==> config.mk <==
export PLATFORM = sky130hd
export DESIGN_NAME = mem_bus_arbiter
export DESIGN_NICKNAME = d
export VERILOG_FILES = /design/src/rtl/mem_arb_pkg.sv /design/src/rtl/rr_pick2.sv /design/src/rtl/mem_bus_arbiter.sv
export SDC_FILE = /design/constraint.sdc
export NUM_CORES = 1
export LEC_CHECK = 0
export ABC_AREA = 1
export CELL_PAD_IN_SITES_DETAIL_PLACEMENT = 1
export CELL_PAD_IN_SITES_GLOBAL_PLACEMENT = 1
export CORE_UTILIZATION = 44
export DETAILED_ROUTE_END_ITERATION = 10
export DONT_BUFFER_PORTS = 1
export MAX_ROUTING_LAYER = met4
export PLACE_DENSITY_LB_ADDON = 0.08
export SLEW_MARGIN = 20
export SYNTH_ARGS = -nofsm -noshare
export SYNTH_HDL_FRONTEND = slang
export SYNTH_SLANG_ARGS = --single-unit
==> constraint.sdc <==
create_clock -name clk -period 5 [get_ports clk]
set_input_delay 1 -clock clk [delete_from_list [all_inputs] [get_ports clk]]
set_output_delay 1 -clock clk [all_outputs]
set_load 0.005 [all_outputs]
==> src/rtl/mem_arb_pkg.sv <==
// mem_arb_pkg
//   Shared types and constants for the Y86 memory-bus arbiter.
//   - state_t : arbiter FSM states
//   - owner_t : current/last bus owner
//   - RD_LAT_MIN/RD_LAT_MAX and rd_lat_legal(): legal read-latency range
package mem_arb_pkg;

  typedef enum logic [1:0] {
    IDLE,     // no owner, arbitration pass
    OWN,      // owner holds bus, no transfer in flight
    RD_WAIT,  // read issued, waiting out RAM latency
    WR        // write strobe on the bus this cycle
  } state_t;

  typedef enum logic [1:0] {
    OWN_NONE,
    OWN_I,
    OWN_D
  } owner_t;

  localparam int RD_LAT_MIN = 1;
  localparam int RD_LAT_MAX = 3;

  function automatic bit rd_lat_legal(int lat);
    return (lat >= RD_LAT_MIN) && (lat <= RD_LAT_MAX);
  endfunction

endpackage

==> src/rtl/rr_pick2.sv <==
// rr_pick2
//   Combinational two-way round-robin picker.
//   Ports:
//     req[1:0]   in  request vector, bit 0 = I-shim, bit 1 = D-shim
//     last_owner in  port that owned the bus most recently
//     pick       out port to grant (OWN_NONE when nobody requests)
module rr_pick2
  import mem_arb_pkg::*;
(
  input  logic [1:0] req,
  input  owner_t     last_owner,
  output owner_t     pick
);

  always_comb begin
    // NOTE: assign a default before any branch so no path leaves the
    // output unassigned; otherwise synthesis infers a latch.
    pick = OWN_NONE;
    case (req)
      2'b01:   pick = OWN_I;
      2'b10:   pick = OWN_D;
      // Tie goes to whichever port did not own the bus last.
      2'b11:   pick = (last_owner == OWN_I) ? OWN_D : OWN_I;
      default: pick = OWN_NONE;
    endcase
  end

endmodule

==> src/rtl/mem_bus_arbiter.sv <==
// mem_bus_arbiter
//   Registered arbiter sharing the byte-wide memory bus between the
//   instruction-fetch shim (read only) and the data-memory shim.
//   Ports:
//     clk, reset                      clock, synchronous active-high reset
//     i_use/i_rd/i_addr               I-shim ownership request, read strobe, address
//     i_grant/i_ack/i_rdata           I-shim ownership, completion pulse, read data
//     d_use/d_rd/d_wr/d_addr/d_wdata  D-shim ownership request, strobes, address, data
//     d_grant/d_ack/d_rdata           D-shim ownership, completion pulse, read data
//     ram_use/ram_addr/ram_wdata      bus active, registered address and write byte
//     ram_rd/ram_wr                   one-cycle bus strobes
//     ram_rdata                       shared read-data bus, sampled RD_LAT cycles after ram_rd
//     proto_err                       sticky protocol-violation flag
module mem_bus_arbiter
  import mem_arb_pkg::*;
#(
  parameter int ADDR_W = 32,
  parameter int DATA_W = 8,
  parameter int RD_LAT = 1
) (
  input  logic              clk,
  input  logic              reset,
  input  logic              i_use,
  input  logic              i_rd,
  input  logic [ADDR_W-1:0] i_addr,
  output logic              i_grant,
  output logic              i_ack,
  output logic [DATA_W-1:0] i_rdata,
  input  logic              d_use,
  input  logic              d_rd,
  input  logic              d_wr,
  input  logic [ADDR_W-1:0] d_addr,
  input  logic [DATA_W-1:0] d_wdata,
  output logic              d_grant,
  output logic              d_ack,
  output logic [DATA_W-1:0] d_rdata,
  output logic              ram_use,
  output logic [ADDR_W-1:0] ram_addr,
  output logic [DATA_W-1:0] ram_wdata,
  output logic              ram_rd,
  output logic              ram_wr,
  input  logic [DATA_W-1:0] ram_rdata,
  output logic              proto_err
);

  localparam int CNT_W = $clog2(RD_LAT + 1);
  localparam logic [CNT_W-1:0] LAT_LOAD = CNT_W'(RD_LAT);

  if (!rd_lat_legal(RD_LAT)) begin : g_rd_lat_check
    $error("mem_bus_arbiter: RD_LAT out of range 1..3");
  end

  state_t            state_q, state_d;
  owner_t            owner_q, owner_d;
  owner_t            last_q, last_d;
  owner_t            pick;
  logic [CNT_W-1:0]  cnt_q, cnt_d;
  logic              drop_q, drop_d;   // owner let go of the bus mid-read
  logic [ADDR_W-1:0] addr_d;
  logic [DATA_W-1:0] wdata_d, i_rdata_d, d_rdata_d;
  logic              rd_d, wr_d, i_ack_d, d_ack_d, err_d;
  logic              own_use, own_strobe;

  rr_pick2 u_pick (
    .req        ({d_use, i_use}),
    .last_owner (last_q),
    .pick       (pick)
  );

  // Grants and bus-active are decoded straight from the owner register.
  assign i_grant = (owner_q == OWN_I);
  assign d_grant = (owner_q == OWN_D);
  assign ram_use = (owner_q != OWN_NONE);

  always_comb begin
    state_d   = state_q;
    owner_d   = owner_q;
    last_d    = last_q;
    cnt_d     = cnt_q;
    drop_d    = drop_q;
    addr_d    = ram_addr;
    wdata_d   = ram_wdata;
    i_rdata_d = i_rdata;
    d_rdata_d = d_rdata;
    err_d     = proto_err;
    rd_d      = 1'b0;
    wr_d      = 1'b0;
    i_ack_d   = 1'b0;
    d_ack_d   = 1'b0;

    own_use    = 1'b0;
    own_strobe = 1'b0;
    case (owner_q)
      OWN_I: begin
        own_use    = i_use;
        own_strobe = i_rd;
      end
      OWN_D: begin
        own_use    = d_use;
        own_strobe = d_rd | d_wr;
      end
      default: ;
    endcase

    case (state_q)
      IDLE: begin
        if (pick != OWN_NONE) begin
          owner_d = pick;
          state_d = OWN;
        end
      end

      OWN: begin
        if (!own_use) begin
          state_d = IDLE;
          owner_d = OWN_NONE;
          last_d  = owner_q;
        end else if (owner_q == OWN_I && i_rd) begin
          addr_d  = i_addr;
          rd_d    = 1'b1;
          cnt_d   = LAT_LOAD;
          drop_d  = 1'b0;
          state_d = RD_WAIT;
        end else if (owner_q == OWN_D && d_wr) begin
          // Simultaneous read+write is resolved as a write and flagged.
          addr_d  = d_addr;
          wdata_d = d_wdata;
          wr_d    = 1'b1;
          d_ack_d = 1'b1;
          err_d   = proto_err | d_rd;
          state_d = WR;
        end else if (owner_q == OWN_D && d_rd) begin
          addr_d  = d_addr;
          rd_d    = 1'b1;
          cnt_d   = LAT_LOAD;
          drop_d  = 1'b0;
          state_d = RD_WAIT;
        end
      end

      RD_WAIT: begin
        if (own_strobe) err_d = 1'b1;
        if (!own_use)   drop_d = 1'b1;
        if (cnt_q != '0) begin
          cnt_d = cnt_q - CNT_W'(1);
        end else if (drop_q || !own_use) begin
          // RAM side has finished; the abandoned result is discarded.
          state_d = IDLE;
          owner_d = OWN_NONE;
          last_d  = owner_q;
        end else begin
          state_d = OWN;
          if (owner_q == OWN_I) begin
            i_ack_d   = 1'b1;
            i_rdata_d = ram_rdata;
          end else begin
            d_ack_d   = 1'b1;
            d_rdata_d = ram_rdata;
          end
        end
      end

      WR: begin
        if (own_strobe) err_d = 1'b1;
        state_d = OWN;
      end

      default: state_d = IDLE;
    endcase
  end

  always_ff @(posedge clk) begin
    // NOTE: sequential state uses non-blocking assignments so every flop
    // samples pre-edge values regardless of statement order.
    if (reset) begin
      state_q   <= IDLE;
      owner_q   <= OWN_NONE;
      last_q    <= OWN_D;
      cnt_q     <= '0;
      drop_q    <= 1'b0;
      ram_addr  <= '0;
      ram_wdata <= '0;
      ram_rd    <= 1'b0;
      ram_wr    <= 1'b0;
      i_ack     <= 1'b0;
      d_ack     <= 1'b0;
      i_rdata   <= '0;
      d_rdata   <= '0;
      proto_err <= 1'b0;
    end else begin
      state_q   <= state_d;
      owner_q   <= owner_d;
      last_q    <= last_d;
      cnt_q     <= cnt_d;
      drop_q    <= drop_d;
      ram_addr  <= addr_d;
      ram_wdata <= wdata_d;
      ram_rd    <= rd_d;
      ram_wr    <= wr_d;
      i_ack     <= i_ack_d;
      d_ack     <= d_ack_d;
      i_rdata   <= i_rdata_d;
      d_rdata   <= d_rdata_d;
      proto_err <= err_d;
    end
  end

endmodule

Word-level counts from Yosys, hierarchy flattened
Index checks and enable logic that the tools add are counted.
{ "word_totals": {"ff_bits": 69, "elab_cells": 123, "inputBits": 87, "out_inout_bits": 64} }
{ "op_classes": {"reduce_logical": 26, "eq_ne": 21, "bitwise": 9, "n_mux": 52, "n_addsub": 1} }
{ "ops": {"columns": ["operator", "count"], "rows": [
  ["32-bit 2-to-1 mux", 3],
  ["2-bit 2-to-1 mux", 14],
  ["1-bit 2-to-1 mux", 25],
  ["4-bit AND reduction", 5],
  ["2-bit inequality test, second input constant", 8],
  ["5-bit AND reduction", 3],
  ["1-bit one-hot mux with 2 select lines", 6],
  ["2-bit one-hot mux with 3 select lines", 2],
  ["2-bit equality test, second input constant", 5],
  ["2-bit by 1-bit equality test with 1-bit output, second input constant", 4],
  ["2-bit one-hot mux with 4 select lines", 1],
  ["2-bit nonzero test", 4],
  ["1-bit inverter", 7],
  ["3-bit inequality test, second input constant", 2],
  ["3-bit AND reduction", 2],
  ["3-bit nonzero test", 2],
  ["5-bit inequality test, second input constant", 1],
  ["2-bit one-hot mux with 2 select lines", 1],
  ["2-bit OR reduction", 2],
  ["4-bit OR reduction", 1],
  ["1-bit logical AND", 3],
  ["3-bit OR reduction", 1],
  ["2-bit zero test", 1],
  ["2-bit by 1-bit inequality test with 1-bit output, second input constant", 1],
  ["4 further kinds", 5]
]} }

Logic depth before layout (Yosys ltp)
Gate-level depths: netlist (run 1).
{ "depth": {"word_depth": 7, "ltp_mapped": 10, "ltp_nobuf": 10} }

Modules after synthesis
Synthesis (run 1) repeated with hierarchy kept, for this count alone.
{ "unflattened": {"hier_cells": 474, "hier_area_um2": 3239.4} }
{ "modules_own_cells": {"columns": ["mod", "area_per_inst_um2", "seq_area_each_um2", "cells_per_inst", "n_inst"], "rows": [
  ["mem_bus_arbiter", 3200.6, 1381.3, 464, 1],
  ["rr_pick2", 38.8, 0.0, 10, 1]
]} }

Worst setup path after synthesis (run 1)
OpenSTA, ideal clock, no wires.
{ "synth_path": {"path_type": "input to register", "from": "input d_use", "to": "register d_rdata[7]", "required_ns": 4.887, "stages": 8, "setup_time_ns": 0.113, "path_buffers": 1, "setup_slack_ns": 3.063, "t_arrival_ns": 1.825, "path_cell_list": "nand2_1 nand2_4 nand3_4 nor3_4 buf_6 nand2_1 nand2_1 nor2_1"} }
{ "synth_between": {"elab_chain_len": 5} }
{ "synth_rtl": {"columns": ["item", "line_no", "source"], "rows": [
  ["start, declared", "mem_bus_arbiter.sv:29", "input logic d_use,"],
  ["1-bit one-hot mux with 2 select lines", "mem_bus_arbiter.sv:93", "case (owner_q)"],
  ["1-bit zero test", "mem_bus_arbiter.sv:146", "end else if (drop_q || !own_use) begin"],
  ["1-bit logical OR", "mem_bus_arbiter.sv:146", null],
  ["1-bit inverter (no source line)", null, null],
  ["4-bit AND reduction (no source line)", null, null],
  ["end signal, assigned", "mem_bus_arbiter.sv:203", "d_rdata <= d_rdata_d;"],
  ["end, declared", "mem_bus_arbiter.sv:36", "output logic [DATA_W-1:0] d_rdata,"]
]} }
Every way passes these cells.
A chain may end at the register's enable or synchronous reset.

Worst setup path after layout (run 1)
{ "layout_path": {"from": "register owner_q[1]", "to": "register ram_addr[14]"} }
{ "layout_between": {"elab_chain_len": 4} }
{ "layout_rtl": {"columns": ["item", "line_no", "source"], "rows": [
  ["start, declared", "mem_bus_arbiter.sv:54", "owner_t owner_q, owner_d;"],
  ["start signal, assigned", "mem_bus_arbiter.sv:192", "owner_q <= owner_d;"],
  ["2-bit by 1-bit equality test with 1-bit output *", null, null],
  ["named net i_grant", "mem_bus_arbiter.sv:26", "output logic i_grant,"],
  ["1-bit logical AND", "mem_bus_arbiter.sv:118", "end else if (owner_q == OWN_I && i_rd) begin"],
  ["3-bit nonzero test (no source line)", null, null],
  ["3-bit AND reduction (no source line)", null, null],
  ["end signal, assigned", "mem_bus_arbiter.sv:196", "ram_addr <= addr_d;"],
  ["end, declared", "mem_bus_arbiter.sv:38", "output logic [ADDR_W-1:0] ram_addr,"]
]} }
The timed path passes the listed nets; every way through them passes the cells marked *.

==> reports/qor.yml, run 1 <==
placement:
  place_congestion: 0.8075
  hpwl_mm: 6.206
  place_area_um2: 3299
  port_buffers: 0
  dpl_worst_slack_ns: 2.269
sta:
  skew_ns: 0.009458
  tightest_slew_ns: 0.9424
  timing.final.crit_share: 0.5048
  setup_viol: 0
  setup_slack_ns: 2.476
  slew_headroom: 0.3717
  fmax_ghz: 0.3962
  holdWs_ns: 0.4539
  hold_viol: 0
  setup-tns-final_ns: 0
  rsz0062_at_grt: "false"
  layout_min_cycle_time_ns: 2.524
  slew_violations: 0
final_layout:
  final_common_cell: "nand2_1"
  final.fill_count: 1000
  layout-drive-gt1-share: 0.05253
  area_growth_pct: 7.263
  fin_area_um2: 3511
  most-common-layout-cells: "nand2_1 (164), nor2_1 (119), dfxtp_1 (69)"
  fin_nets: 585
  final_util: 0.4866
  num_antenna_cells: 0
detailed_routing:
  routed_via_density: 5.010
  wl_per_cell_um: 14.56
  drcViolationCount: 0
  antenna_left: 0
  first_pass_iters: 4
  drt_iter0_markers: 114
  via_count: 2976
  routed_wl_mm: 8.648
critical_path:
  cp_max_fo: 37
  cp_slowest_cell: "ha_1"
  crit_type: "reg2reg"
  arrival_ns: 2.75
  crit_chain: "inv_1 -> ha_1 -> nand2_4 -> nand3_1 -> inv_1 -> nor2_2 -> buf_4 -> inv_2 -> nor2_1 -> nor2_1"
  required_ns: 5.23
  worstSetupEndpointType: "flop"
  worstSetupStartpointType: "flop"
  max_stage_delay_ns: 0.37
clock_tree:
  clk_latency_ns: 0.34
  cts.sinks: 69
  cts_buffer_depth: 2
  cts_resized: 0
  postCtsSetupRepairBufs: 0
  numCtsBuffers: 9
  cts-htree-levels: 3
  cts_tree: "yes"
  cts_hold_buf: 0
  clk_pin_slew_ns: 0.08
  cts_root_buffer: "clkbuf_8"
floorplan:
  die-height_um: 88.25
  die_x_um: 88.25
  die_area_um2: 7788
  ios: 151
  row_count: 31
  core_area_um2: 7214
  start_util: 0.4537
min_path:
  hp-class: "reg2reg"
synthesis:
  syn-num-nets: 594
  synth_seq_cells: 69
  synth.cell_area_um2: 3273
  synth_top_area_frac: 0.4220
  synthCells: 499
  synth_area_leader_cell: "dfxtp_1"
  yosys_warnings: 0
  avgSynthCellArea_um2: 6.559
  yosysSeqAreaShare: 0.4220
  synthTopCellsByArea: "dfxtp_1 (42%), nand2_1 (19%), nor2_1 (14%), o21ai_0 (7.2%), inv_1 (4.0%)"
  yosysUniqueCellTypes: 24
global_route:
  antenna_found_initial: 0
  grt_usage: 0.2286
  grt_overflow: 0
  grt_max_degree: 65
  grt_pass1_wl_mm: 13.28
  grt_pass1_vias: 2855
pwr:
  ir_worst_vdd_uv: 135.7
  cellLeakagePower_nw: 1.715
  power_density_nw_per_um2: 352.6
flow_run:
  maxCapViolCount: 0
run_status:
  status: "completed"
==> where the power goes <==
part | internal, W | switching, W
logic | 0.0000553 | 0.000122
clock network | 0.000271 | 0.000213
registers | 0.000563 | 0.0000135
total | 0.000890 | 0.000348
==> sequential cells by signal (all words and copies together) (netlist names) <==
name,count
cnt_q,1
d_ack,1
d_rdata,8
drop_q,1
i_ack,1
i_rdata,8
last_q,2
owner_q,2
proto_err,1
ram_addr,32
ram_rd,1
ram_wdata,8
ram_wr,1
state_q,2
==> metrics by stage <==
stage	total power, W	std cells
3_5_place_dp	0.0007674	578
6_report	0.001238	594
2_1_floorplan	0.0007288	499
3_3_place_gp	0.0007627	578
4_1_cts	0.001252	594
5_1_grt	0.001298	594
==> cells in the mapped netlist <==
cell / count
a21oi_1: 5
buf_1: 3
buf_2: 9
buf_6: 2
clkbuf_1: 7
dfxtp_1: 69
ha_1: 8
inv_1: 35
inv_2: 2
nand2_1: 164
nand2_2: 1
nand2_4: 2
nand3_1: 7
nand3_4: 2
nand3b_1: 2
nand4_1: 3
nor2_1: 119
nor2_2: 1
nor3_1: 1
nor3_4: 2
nor4_1: 1
o21ai_0: 47
o21ai_1: 4
o21bai_1: 3
==> kinds of logic after synthesis <==
group                      Yosys count  share of synthesized area
adders and majority gates            8                    0.03058
and+or+nand+nor                    305                     0.3804
buffers and inverters               58                    0.07454
AOI/OAI and AO/OA                   59                    0.09251
DFF                                 69                     0.4220
==> worst max-delay path, delay by kind of cell (launching register included) <==
family,cells,cell delay (ns)
buffers and inverters,4,0.75
AND/OR/NAND/NOR,5,0.95
flip-flops,1,0.33
adder cells (fa/ha/maj),1,0.37
==> area by class of cell <==
type / count / area [µm²] / area share
clock buffers: 13 / 168.9 / 0.04811
clock inverters: 3 / 42.54 / 0.01212
flip-flops and latches: 69 / 1381 / 0.3934
multi-input cells: 372 / 1648 / 0.4694
repair buffers: 1 / 7.507 / 0.002138
inverters: 37 / 138.9 / 0.03956
well taps: 99 / 123.9 / 0.03528
==> final timing paths <==
check	end	start	depth (start not counted)	slack [ns]
hold / removal	last_q[1]	last_q[1]	2	0.45
hold reg to reg	last_q[1]	last_q[1]	2	0.45
setup / recovery	ram_addr[14]	owner_q[1]	10	2.48
setup reg to reg	ram_addr[14]	owner_q[1]	10	2.48
==> routing by layer <==
metal | GRT usage | up-vias | share of wire
li1 | - | 1518 | -
met1 | 0.2390 | 1343 | 0.41
met3 | 0.04944 | 18 | 0.068
met5 | - | - | 0
met4 | 0.1070 | 0 | 0.021
met2 | 0.4084 | 97 | 0.50
Note: power is estimated with default switching activity, not from simulation.
==> run 2: changes to the inputs <==
--- a/config.mk
+++ b/config.mk
@@ -8,7 +8,7 @@
 export ABC_AREA = 1
 export CELL_PAD_IN_SITES_DETAIL_PLACEMENT = 1
 export CELL_PAD_IN_SITES_GLOBAL_PLACEMENT = 1
-export CORE_UTILIZATION = 44
+export CORE_UTILIZATION = 42
 export DETAILED_ROUTE_END_ITERATION = 10
 export DONT_BUFFER_PORTS = 1
 export MAX_ROUTING_LAYER = met4
==> constraint.sdc (replaced) <==
create_clock -name clk -period 2.45 [get_ports clk]
set_input_delay 0.49 -clock clk [delete_from_list [all_inputs] [get_ports clk]]
set_output_delay 0.49 -clock clk [all_outputs]
set_load 0.005 [all_outputs]
==> run 2 against run 1 <==
  * Clock skew is 0.0022 ns lower
  * Combinational power is 110% higher
  * First-iteration DRC count is 20% lower
  * Highest routed layer unchanged
  * Clock power is 110% higher
  * Via count is 0.84% higher
  * Critical endpoint is now ram_addr[22]
==> reports/qor.yml, run 2 (synthesis gave the netlist of run 1 again) <==
placement:
  place_congestion: 0.8318  # was 0.8075
  port_buffers: 0  # unchanged
  hpwl_mm: 6.435  # was 6.206 mm
  dpl.cell_count: 582  # was 578
min_path:
  hp-class: "in2reg"  # was reg2reg
global_route:
  grt_usage: 0.2296  # was 0.2286
  grt_overflow: 0  # unchanged
  antenna_found_initial: 0  # unchanged
  grt_pass1_wl_mm: 14.68  # was 13.28 mm
  grt_pass1_vias: 3008  # was 2855
  grt_max_degree: 64  # was 65
final_layout:
  regArea_um2: 1381  # unchanged
  fin_nets: 589  # was 585
  final_util: 0.4796  # was 0.4866
  largest_reg_flops: 32  # unchanged
  top_register: "ram_addr"  # unchanged
  layout-drive-gt1-share: 0.06212  # was 0.05253
  num_antenna_cells: 0  # unchanged
  final_common_cell: "nand2_1"  # unchanged
  multi_input_area_um2: 1648  # unchanged
  layoutNonFillerInstCount: 598  # was 594
  area_growth_pct: 8.563  # was 7.263%
  final.fill_count: 992  # was 1000
  most-common-layout-cells: "nand2_1 (164), nor2_1 (119), dfxtp_1 (69)"  # unchanged
clock_tree:
  cts_tree: "yes"  # unchanged
  cts_hold_buf: 0  # unchanged
  clk_latency_ns: 0.33  # was 0.34 ns
  cts.sinks: 69  # unchanged
  postCtsSetupRepairBufs: 0  # unchanged
  clk_pin_slew_ns: 0.08  # about the same
  cts_resized: 0  # unchanged
  numCtsBuffers: 9  # unchanged
  cts_buffer_depth: 2  # unchanged
  cts_root_buffer: "clkbuf_8"  # unchanged
  cts-htree-levels: 3  # unchanged
detailed_routing:
  via_count: 3001  # was 2976
  routed_via_density: 5.018  # was 5.010
  wl_per_cell_um: 14.72  # was 14.56 µm
  antenna_left: 0  # unchanged
  drt_iter0_markers: 91  # was 114
  drcViolationCount: 0  # unchanged
  routed_wl_mm: 8.803  # was 8.648 mm
  first_pass_iters: 4  # unchanged
sta:
  setup_viol: 0  # unchanged
  tightest_slew_ns: 0.6114  # was 0.9424 ns
  timing.final.crit_share: 0.8633  # was 0.5048
  slew_violations: 0  # unchanged
  skew_ns: 0.007218  # was 0.009458 ns
  rsz0062_at_grt: "false"  # unchanged
  setup-tns-final_ns: 0  # unchanged
  hold_viol: 0  # unchanged
  fmax_ghz: 0.4728  # was 0.3962 GHz
  slew_headroom: 0.5911  # was 0.3717
  layout_min_cycle_time_ns: 2.115  # was 2.524 ns
critical_path:
  crit_type: "reg2reg"  # unchanged
  worstSetupStartpointType: "flop"  # unchanged
  required_ns: 2.68  # was 5.23 ns
  arrival_ns: 2.34  # was 2.75 ns
  worstSetupEndpointType: "flop"  # unchanged
  cp_max_fo: 32  # was 37
pwr:
  p_comb_frac: 0.142  # was 0.143
  swShare: 0.2785  # was 0.2812
  ir_worst_vdd_uv: 312.0  # was 135.7 µV
  switching_power_w: 0.0007206  # was 0.0003480 W
  power_density_nw_per_um2: 728.1  # was 352.6 nW/µm²
  p_int_w: 0.001867  # was 0.0008898 W
  cellLeakagePower_nw: 1.741  # was 1.715 nW
  pwr-share-seq: 0.455  # was 0.466
  clkPwrFrac: 0.403  # was 0.391
floorplan:
  start_util: 0.4418  # was 0.4537
  core_area_um2: 7408  # was 7214 µm²
  die-height_um: 90.28  # was 88.25 µm
  row_count: 31  # unchanged
  die_x_um: 90.28  # was 88.25 µm
  die_area_um2: 8150  # was 7788 µm²
  ios: 151  # unchanged
flow_run:
  maxCapViolCount: 0  # unchanged
run_status:
  status: "completed"  # unchanged
==> run 2: cell count changes in the layout (fill, tap and decap cells not counted), sizes merged <==
cell | previous run | this run
buf | 1 | 5
bufinv | 1 | 2
clkbuf | 13 | 10
clkinv | 1 | 3
==> run 2: area by class of cell <==
type	count	area share
tap	99	0.03486
multi-input combinational	372	0.4637
timing repair buffer	5	0.01056
clock inverter	6	0.02430
sequential	69	0.3887
clock buffer	10	0.03873
inverter	37	0.03908
==> run 2: final timing paths <==
path | startpoint | to | slack, ns | cells past startpoint
max | owner_q[1] | ram_addr[22] | 0.33 | 9
min | reset | proto_err | 0.21 | 1
max reg2reg | owner_q[1] | ram_addr[22] | 0.33 | 9
min reg2reg | last_q[1] | last_q[1] | 0.46 | 2
==> run 2: per-stage QoR <==
| stage | instance area [µm²] | hold WS, ns | worst slack [ns] | power [W] |
|---|---|---|---|---|
| 2_1_floorplan | 3273 | 0.4257 | 0.7515 | 0.001487 |
| 3_3_place_gp | 3329 | 0.4381 | 0.3760 | 0.001563 |
| 3_5_place_dp | 3329 | 0.4590 | 0.2835 | 0.001577 |
| 4_1_cts | 3553 | 0.1938 | 0.2910 | 0.002621 |
| 5_1_grt | 3553 | 0.1957 | 0.08155 | 0.002721 |
| 6_report | 3553 | 0.2109 | 0.3348 | 0.002587 |
==> run 2: power by group through the flow <==
stage               registers, W  logic (W)  clock network (W)
CTS                      0.00118   0.000374            0.00107
floorplan                0.00120   0.000291                  0
finish                   0.00118   0.000366            0.00104
global placement         0.00120   0.000359                  0
global route             0.00118   0.000425            0.00111
detailed placement       0.00121   0.000372                  0
==> run 2: worst max-delay path, cell delays in order (launching register included) <==
cell and delay [ns]:
dfxtp_1 0.33, inv_1 0.09, ha_1 0.38, nand2_2 0.12, nand2_4 0.12, nand3_4 0.11
nor2_2 0.29, inv_2 0.30, nor2_1 0.18, nor2_1 0.07
==> run 2: metal layers <==
metal  up-vias  GRT usage  routed length (µm)  part of all wire
li1       1529          -                   -                 -
met1      1373     0.2674                3825              0.43
met2        89     0.3728                4126              0.47
met3        10    0.08586                 749             0.085
met4         0    0.06048                 102             0.012
met5         -          -                   0                 0
